`src/rtl/saturn_jump_unit.sv`:
```
// saturn_jump_unit
//
// Executes jump-class instructions (GOTO, GOSUB, GOVLNG, GOSBVL and the
// short relative jumps) handed over by the instruction decoder. The operand
// nibbles are collected least-significant first from the phase-sequenced
// fetch stream. A 20-bit target is then computed, either absolute or
// relative to the instruction address. Finally one-shot PC-load and
// return-stack-push requests are issued to the PC/RSTK logic.
//
// Ports:
//   i_clk, i_reset        clock, synchronous active-high reset
//   i_clk_en              global enable; nothing changes while low
//   i_phases[3:0]         one-hot nibble phase; nibbles are taken in phase 2
//   i_bus_busy            bus owns the cycle, suppresses nibble capture
//   i_nibble[3:0]         current fetched nibble
//   i_instr_type[3:0]     decoder instruction type
//   i_instr_execute       decoder execute strobe
//   i_jump_length[2:0]    operand nibbles minus one (1..4 legal, 4 = absolute)
//   i_push_pc             push the return address (GOSUB-style jumps)
//   i_instr_pc[19:0]      address of the first opcode nibble
//   o_load_pc / o_new_pc  one-cycle PC-load request and target
//   o_push_en / o_push_addr  one-cycle return-stack push and return address
//   o_jump_busy           high whenever the unit is not idle
//   o_jump_done           completion pulse, coincident with o_load_pc
//   o_error               sticky illegal-length flag
//
// Optional build macro SATURN_JUMP_TRACE_EN adds o_dbg_jump_src/o_dbg_jump_dst
// and a simulation trace line per jump.

`ifndef INSTR_TYPE_JUMP
`define INSTR_TYPE_JUMP 4'h3
`endif

module saturn_jump_unit #(
    parameter int REL_PREFIX = 1,
    parameter int ABS_PREFIX = 2
) (
    input  logic        i_clk,
    input  logic        i_reset,
    input  logic        i_clk_en,
    input  logic [3:0]  i_phases,
    input  logic        i_bus_busy,
    input  logic [3:0]  i_nibble,
    input  logic [3:0]  i_instr_type,
    input  logic        i_instr_execute,
    input  logic [2:0]  i_jump_length,
    input  logic        i_push_pc,
    input  logic [19:0] i_instr_pc,
    output logic        o_load_pc,
    output logic [19:0] o_new_pc,
    output logic        o_push_en,
    output logic [19:0] o_push_addr,
    output logic        o_jump_busy,
    output logic        o_jump_done,
`ifdef SATURN_JUMP_TRACE_EN
    output logic [19:0] o_dbg_jump_src,
    output logic [19:0] o_dbg_jump_dst,
`endif
    output logic        o_error
);

    typedef enum logic [1:0] {
        S_IDLE,
        S_COLLECT,
        S_COMPUTE,
        S_RELEASE
    } state_t;

    state_t      state_q, state_d;
    logic [2:0]  len_q, len_d;
    logic        push_q, push_d;
    logic [19:0] pc_q, pc_d;
    logic [2:0]  cnt_q, cnt_d;
    logic [19:0] acc_q, acc_d;
    logic        load_q, load_d;
    logic [19:0] new_pc_q, new_pc_d;
    logic        push_en_q, push_en_d;
    logic [19:0] push_addr_q, push_addr_d;
    logic        error_q, error_d;

    logic        jump_strobe;
    logic        len_legal;
    logic [19:0] offset_sext;
    logic [19:0] target;
    logic [19:0] ret_addr;

    // Only phase 2 is used for capture; the other phase bits are ignored.
    logic unused_phases;
    assign unused_phases = ^{i_phases[3], i_phases[1:0]};

    assign jump_strobe = i_instr_execute && (i_instr_type == `INSTR_TYPE_JUMP);
    assign len_legal   = (i_jump_length >= 3'd1) && (i_jump_length <= 3'd4);

    // Relative offsets are two's complement over len+1 nibbles.
    always_comb begin
        offset_sext = acc_q;
        case (len_q)
            3'd1:    offset_sext = {{12{acc_q[7]}},  acc_q[7:0]};
            3'd2:    offset_sext = {{8{acc_q[11]}},  acc_q[11:0]};
            3'd3:    offset_sext = {{4{acc_q[15]}},  acc_q[15:0]};
            default: offset_sext = acc_q;
        endcase
    end

    // Both sums wrap modulo 2^20 by truncation.
    assign target = (len_q == 3'd4) ? acc_q
                                    : pc_q + 20'(REL_PREFIX) + offset_sext;
    assign ret_addr = pc_q
                    + ((len_q == 3'd4) ? 20'(ABS_PREFIX) : 20'(REL_PREFIX))
                    + 20'(len_q) + 20'd1;

    always_comb begin
        state_d     = state_q;
        len_d       = len_q;
        push_d      = push_q;
        pc_d        = pc_q;
        cnt_d       = cnt_q;
        acc_d       = acc_q;
        load_d      = 1'b0;
        new_pc_d    = new_pc_q;
        push_en_d   = 1'b0;
        push_addr_d = push_addr_q;
        error_d     = error_q;

        case (state_q)
            S_IDLE: begin
                if (jump_strobe) begin
                    if (len_legal) begin
                        len_d   = i_jump_length;
                        push_d  = i_push_pc;
                        pc_d    = i_instr_pc;
                        cnt_d   = 3'd0;
                        acc_d   = 20'd0;
                        state_d = S_COLLECT;
                    end else begin
                        error_d = 1'b1;
                    end
                end
            end
            S_COLLECT: begin
                if (i_phases[2] && !i_bus_busy) begin
                    for (int i = 0; i < 5; i++) begin
                        if (cnt_q == 3'(i)) begin
                            acc_d[4*i +: 4] = i_nibble;
                        end
                    end
                    cnt_d = cnt_q + 3'd1;
                    if (cnt_q == len_q) begin
                        state_d = S_COMPUTE;
                    end
                end
            end
            S_COMPUTE: begin
                load_d   = 1'b1;
                new_pc_d = target;
                if (push_q) begin
                    push_en_d   = 1'b1;
                    push_addr_d = ret_addr;
                end
                state_d = S_RELEASE;
            end
            S_RELEASE: begin
                // Hold off until the decoder drops its strobe so the same
                // execute pulse cannot launch a second jump.
                if (!i_instr_execute) begin
                    state_d = S_IDLE;
                end
            end
            default: state_d = S_IDLE;
        endcase
    end

    always_ff @(posedge i_clk) begin
        if (i_reset) begin
            state_q     <= S_IDLE;
            len_q       <= 3'd0;
            push_q      <= 1'b0;
            pc_q        <= 20'd0;
            cnt_q       <= 3'd0;
            acc_q       <= 20'd0;
            load_q      <= 1'b0;
            new_pc_q    <= 20'd0;
            push_en_q   <= 1'b0;
            push_addr_q <= 20'd0;
            error_q     <= 1'b0;
        end else if (i_clk_en) begin
            state_q     <= state_d;
            len_q       <= len_d;
            push_q      <= push_d;
            pc_q        <= pc_d;
            cnt_q       <= cnt_d;
            acc_q       <= acc_d;
            load_q      <= load_d;
            new_pc_q    <= new_pc_d;
            push_en_q   <= push_en_d;
            push_addr_q <= push_addr_d;
            error_q     <= error_d;
        end
    end

    assign o_load_pc   = load_q;
    assign o_jump_done = load_q;
    assign o_new_pc    = new_pc_q;
    assign o_push_en   = push_en_q;
    assign o_push_addr = push_addr_q;
    assign o_jump_busy = (state_q != S_IDLE);
    assign o_error     = error_q;

`ifdef SATURN_JUMP_TRACE_EN
    logic [19:0] dbg_src_q, dbg_src_d;
    logic [19:0] dbg_dst_q, dbg_dst_d;

    always_comb begin
        dbg_src_d = dbg_src_q;
        dbg_dst_d = dbg_dst_q;
        if (state_q == S_COMPUTE) begin
            dbg_src_d = pc_q;
            dbg_dst_d = target;
        end
    end

    always_ff @(posedge i_clk) begin
        if (i_reset) begin
            dbg_src_q <= 20'd0;
            dbg_dst_q <= 20'd0;
        end else if (i_clk_en) begin
            dbg_src_q <= dbg_src_d;
            dbg_dst_q <= dbg_dst_d;
            if (state_q == S_COMPUTE) begin
                $display("saturn_jump_unit: jump src=%05h dst=%05h push=%0b",
                         pc_q, target, push_q);
            end
        end
    end

    assign o_dbg_jump_src = dbg_src_q;
    assign o_dbg_jump_dst = dbg_dst_q;
`endif

endmodule
```
`config.mk`:
```
export PLATFORM = sky130hd
export DESIGN_NAME = saturn_jump_unit
export DESIGN_NICKNAME = d
export VERILOG_FILES = /design/src/rtl/saturn_jump_unit.sv
export SDC_FILE = /design/constraint.sdc
export NUM_CORES = 1
export LEC_CHECK = 0
export CORE_MARGIN = 2
export CORE_UTILIZATION = 45
export DETAILED_ROUTE_END_ITERATION = 7
export DONT_BUFFER_PORTS = 1
export PLACE_DENSITY_LB_ADDON = 0.2
export SLEW_MARGIN = 20
export SYNTH_ARGS = -nofsm -noshare
export SYNTH_HDL_FRONTEND = slang
export SYNTH_SLANG_ARGS = --single-unit
```
`constraint.sdc`:
```
create_clock -name i_clk -period 3.56 [get_ports i_clk]
set_clock_uncertainty 0.15 [all_clocks]
set_input_delay 0.356 -clock i_clk [delete_from_list [all_inputs] [get_ports i_clk]]
set_output_delay 0.356 -clock i_clk [all_outputs]
set_load 0.005 [all_outputs]
```
# ---- Word-level counts from Yosys, hierarchy flattened
# Index checks and enable logic that the tools add are counted.
dict set report op_classes {
  add_sub_neg 6
  order_cmp 2
  eq_ne 23
  muxes 25
  bitwise_logic 1
  n_reduce_logical 19
}
# cell count
set ops {}
lappend ops {{$mux 20} 4}
lappend ops {{$pmux 20 s3} 1}
lappend ops {{$add 20x1->20 const B} 2}
lappend ops {{$pmux 20 s2} 1}
lappend ops {{$reduce_and 6->1} 6}
lappend ops {{$add 20x2->20} 1}
lappend ops {{$add 20x20->20} 1}
lappend ops {{$add 20x3->20} 1}
lappend ops {{$mux 4} 5}
lappend ops {{$ne 2x2->1 const B} 10}
lappend ops {{$eq 3x2->1 const B} 4}
lappend ops {{$mux 2} 6}
lappend ops {{$mux 3} 3}
lappend ops {{$pmux 2 s4} 1}
lappend ops {{$reduce_and 4->1} 2}
lappend ops {{$eq 3x1->1 const B} 2}
lappend ops {{$eq 3x3->1 const B} 2}
lappend ops {{$pmux 3 s2} 1}
lappend ops {{$reduce_and 5->1} 1}
lappend ops {{$eq 2x2->1 const B} 2}
lappend ops {{$eq 4x2->1 const B} 1}
lappend ops {{$reduce_bool 2->1} 2}
lappend ops {{$add 3x1->3 const B} 1}
lappend ops {{$eq 3x3->1} 1}
lappend ops {{other kinds (11)} 15}
dict set report word_totals {
  reg_bits 92
}

# ---- Logic depth before layout (Yosys ltp)
dict set report depth {
  depth_word 5
  mapped_depth 18
}

# ---- Worst setup path before layout
# No wires, ideal clock.
dict set report synth_timing {
  kind {register to register}
  startpoint {register len_q[0]}
  endpoint {register push_addr_q[15], in the netlist o_push_addr[15]}
  t_arrival_ps 3151
  path_slack_ps 122
  stages_incl_launch_ff 16
  n_path_buf 3
  cell_sequence {dfxtp_1 clkbuf_1 nor2_1 nand2_1 inv_2 clkbuf_1 buf_2 fa_1 ha_1 a21o_1 a21o_1 a21oi_1 nor2_1 nand3_1 xor2_1 a211oi_1}
}
dict set report synth_between {
  elab_chain_cells 5
}
# item line
set synth_lines {}
lappend synth_lines {{start: declaration} 70} ;# logic [2:0] len_q, len_d;
lappend synth_lines {{start signal: assignment} 188} ;# len_q <= len_d;
lappend synth_lines {{$eq 3x3->1} 109} ;# + ((len_q == 3'd4) ? 20'(ABS_PREFIX) : 20'(REL_PREFIX))
lappend synth_lines {{$mux 2} 109}
lappend synth_lines {{$add 20x2->20} 109}
lappend synth_lines {{$add 20x3->20 *} 110} ;# + 20'(len_q) + 20'd1;
lappend synth_lines {{$add 20x1->20 *} 110}
lappend synth_lines {{end signal: assignment} 196} ;# push_addr_q <= push_addr_d;
lappend synth_lines {{end: declaration} 78} ;# logic [19:0] push_addr_q, push_addr_d;
# Mark *: on every way between the ends. The rest lies on a longest branch, timed or not.
# A chain may end at the register's enable or synchronous reset.

# ---- Worst setup path after layout
dict set report layout_timing {
  startpoint {register pc_q[0]}
  endpoint {register new_pc_q[18], in the netlist o_new_pc[18]}
}
dict set report layout_between {
  elab_chain_cells 3
}
# item line
set layout_lines {}
lappend layout_lines {{start: declaration} 72} ;# logic [19:0] pc_q, pc_d;
lappend layout_lines {{start signal: assignment} 190} ;# pc_q <= pc_d;
lappend layout_lines {{$add 20x1->20} 107} ;# : pc_q + 20'(REL_PREFIX) + offset_sext;
lappend layout_lines {{$add 20x20->20} 107}
lappend layout_lines {{$mux 20} 106} ;# assign target = (len_q == 3'd4) ? acc_q
lappend layout_lines {{end signal: assignment} 194} ;# new_pc_q <= new_pc_d;
lappend layout_lines {{end: declaration} 76} ;# logic [19:0] new_pc_q, new_pc_d;
# No other way between the ends.

==> metrics.cfg <==
[sta]
fmax_mhz=299.4
worstMarginPinSlew_ns=0.8744
min_period_over_period_pct=93.82
slew_headroom_pct=41.70
finalMaxSlewViolations=0
setup_violations=0
min_period_ns=3.340
worst_slack_ns=0.2199
whs_ns=0.008224
hold_violations=0

[clock_network]
cts_buffers=9
cts_tree=built
h-tree-depth=3
cts_root_buf=clkbuf_16
cts_sinks=92
cts_setup_buffers=0
clk_latency_ns=0.35
cts.reportedPaths.clkPinSlew_ns=0.07
clockBufferDepth=2

[power_and_ir_drop]
combPwrFrac_pct=3.2
p_leak_nw=2.298
swShare_pct=20.11
p_seq_share_pct=46.2
pwr-share-clk_pct=50.6
p_per_area_nw_per_um2=366.3
p_sw_uw=449.6
ir_worst_vdd_v=0.0002711
internal-power_mw=1.787

[critical_path]
cp-end-kind=register
critPathArrivalTime_ns=3.45
critPathKind=register to register
cp-start-kind=register
r2r_cells=11
required_ns=3.67
cp_max_fo=5

[floorplanning]
ioPinCount=86
core_area_sq_um=11470
die_area_sq_um=12710
rows=39
die_h_microns=112.7
chipWidth_microns=112.7
start_util_pct=46.40

[finish]
area_growth_pct=14.74
fin_nets=758
drive_gt1_share_pct=8.053
final_common_cell=nand2_1
n_fill_cell=1051
final_cell_mix=nand2_1, dfxtp_1, nor2_1, a21oi_1, ha_1

[routing]
firstDrtPassIters=4
post-route-drc-count=0
wl_per_cell_microns=17.29
initialDrtViolationCount=232
vias_per_cell=5.686
postRouteAntennaNets=0
num_vias=4702
wl_mm=14.30

[logic_synthesis]
yosysSeqAreaShare_pct=34.61
yosys_warnings=0
synth-seq-cells=92
synth_top_family_by_area=compound AO/OA/AOI/OAI gates
synth.area.mux_share_pct=4.514
synth_cells=663
synthAdderAreaFrac_pct=9.593
synth_simple_gate_area_share_pct=20.24
async_flop_share_pct=0
synth_area_sq_um=5321
synth_xor_area_share_pct=5.596
synth-edff-count=0
synth_compound_area_share_pct=21.47
synth-main-ff-cell=dfxtp_1
syn-num-nets=743
yosysUniqueCellTypes=61
syn_avg_cell_area_sq_um=8.026

[grt]
grt_max_degree=89
grt_pass1_vias=4647
grt_usage_pct=23.14
grt_pass1_wl_mm=23.28
antenna_found_initial=0
grt_remaining_overflow=0

[flow_run]
cap_violations=0

[hold_path]
hold_path.class=input port to register
holdPathStages=2

[status]
outcome=completed

[placement]
place.gp.congestion=0.9335
dp_hpwl_mm=10.28
port_buffers=0
pre_cts_ws_ns=0.2568

[through the flow]
step	setup TNS (ns)	instances	area, sq um	utilization [%]	total power, mW
final	0	827	6106	53.25	2.236
after global placement	0	786	5477	47.76	1.087
after floorplan	0	663	5321	-	1.094
after detailed placement	0	786	5477	47.76	1.088
after CTS	0	826	6086	53.07	2.250
after global routing	-0.002098	826	6103	53.22	2.302
[power by group through the flow]
stage               registers [mW]  clock network [mW]  logic (mW)
CTS                           1.03                1.15      0.0710
global route                  1.03                1.19      0.0777
detailed placement            1.06                   0      0.0319
floorplan                     1.06                   0      0.0385
finish                        1.03                1.13      0.0716
global placement              1.06                   0      0.0312
[logic make-up after synthesis]
logic type / Yosys count
muxes: 23
xor gates and xnor gates: 34
AOI/OAI and AO/OA: 171
adders and majority gates: 39
buffers and inverters: 55
and+or+nand+nor: 249
DFF: 92
[path summary, 6_finish.rpt]
path | slack [ns] | endpoint | start
worst max-delay path | 0.22 | o_new_pc[18]$_SDFFE_PP0P_ | pc_q[0]$_SDFFE_PP0P_
worst min-delay path | 0.008 | pc_q[8]$_SDFFE_PP0P_ | i_instr_pc[8]
worst max register to register | 0.22 | o_new_pc[18]$_SDFFE_PP0P_ | pc_q[0]$_SDFFE_PP0P_
worst min register to register | 0.33 | o_push_addr[2]$_SDFFE_PP0P_ | o_push_addr[2]$_SDFFE_PP0P_
[cells in the mapped netlist, types with 7 or more instances]
master / number / area share [%]
o21ai_0: 11 / 1.0
a211oi_1: 23 / 3.2
a311oi_1: 9 / 1.5
nand3_1: 11 / 1.0
xor2_1: 16 / 2.6
dfxtp_1: 92 / 35
nor3_1: 10 / 0.94
nor2_1: 80 / 5.6
and3_1: 10 / 1.2
mux2i_1: 18 / 3.4
clkbuf_1: 32 / 2.3
inv_1: 19 / 1.3
xnor2_1: 18 / 3.0
o21ai_1: 7 / 0.66
a21o_1: 8 / 1.1
ha_1: 36 / 8.5
a21oi_1: 68 / 6.4
nand2_1: 109 / 7.7
[repair_timing]
action,4_1_cts,5_1_grt
hold endpoints to repair,88,0
hold buffers,24,0
endpoints found under the setup margin,0,3
resized for setup,0,4
[area by class of cell]
class,instances,area [sq um],share of cell area (%)
antenna,1,2.502,0.04098
multi-input combinational,516,3286,53.81
timing repair buffer,39,370.4,6.066
tap,143,178.9,2.930
clock inverter,4,95.09,1.557
inverter,20,75.07,1.230
sequential,92,1842,30.16
clock buffer,12,256.5,4.201
[sequential cells by signal, indices dropped and copies added (netlist names)]
register     count
cnt_q            3
o_error          1
len_q            3
o_jump_done      1
o_push_en        1
o_new_pc        20
state_q          2
o_push_addr     20
pc_q            20
acc_q           20
push_q           1
[per-layer routing]
metal | global-route usage, % | up-vias | wire length [microns] | part of all wire, %
met5 | 0 | - | 0 | 0
met4 | 10.41 | 0 | 393 | 2.7
met3 | 3.856 | 30 | 548 | 3.8
met2 | 39.00 | 110 | 6807 | 48
met1 | 29.13 | 2199 | 6545 | 46
li1 | - | 2363 | - | -
[worst max-delay path, stage by stage (launching register included)]
cell and delay [ns]:
dfxtp_1 0.33, inv_1 0.08, ha_1 0.17, inv_1 0.05, fa_1 0.40, a21o_1 0.21
a311oi_1 0.43, nor2_2 0.11, a41oi_2 0.33, o31a_1 0.32, mux2_4 0.34, a2111oi_4 0.33
(Power assumes the default switching activity.)
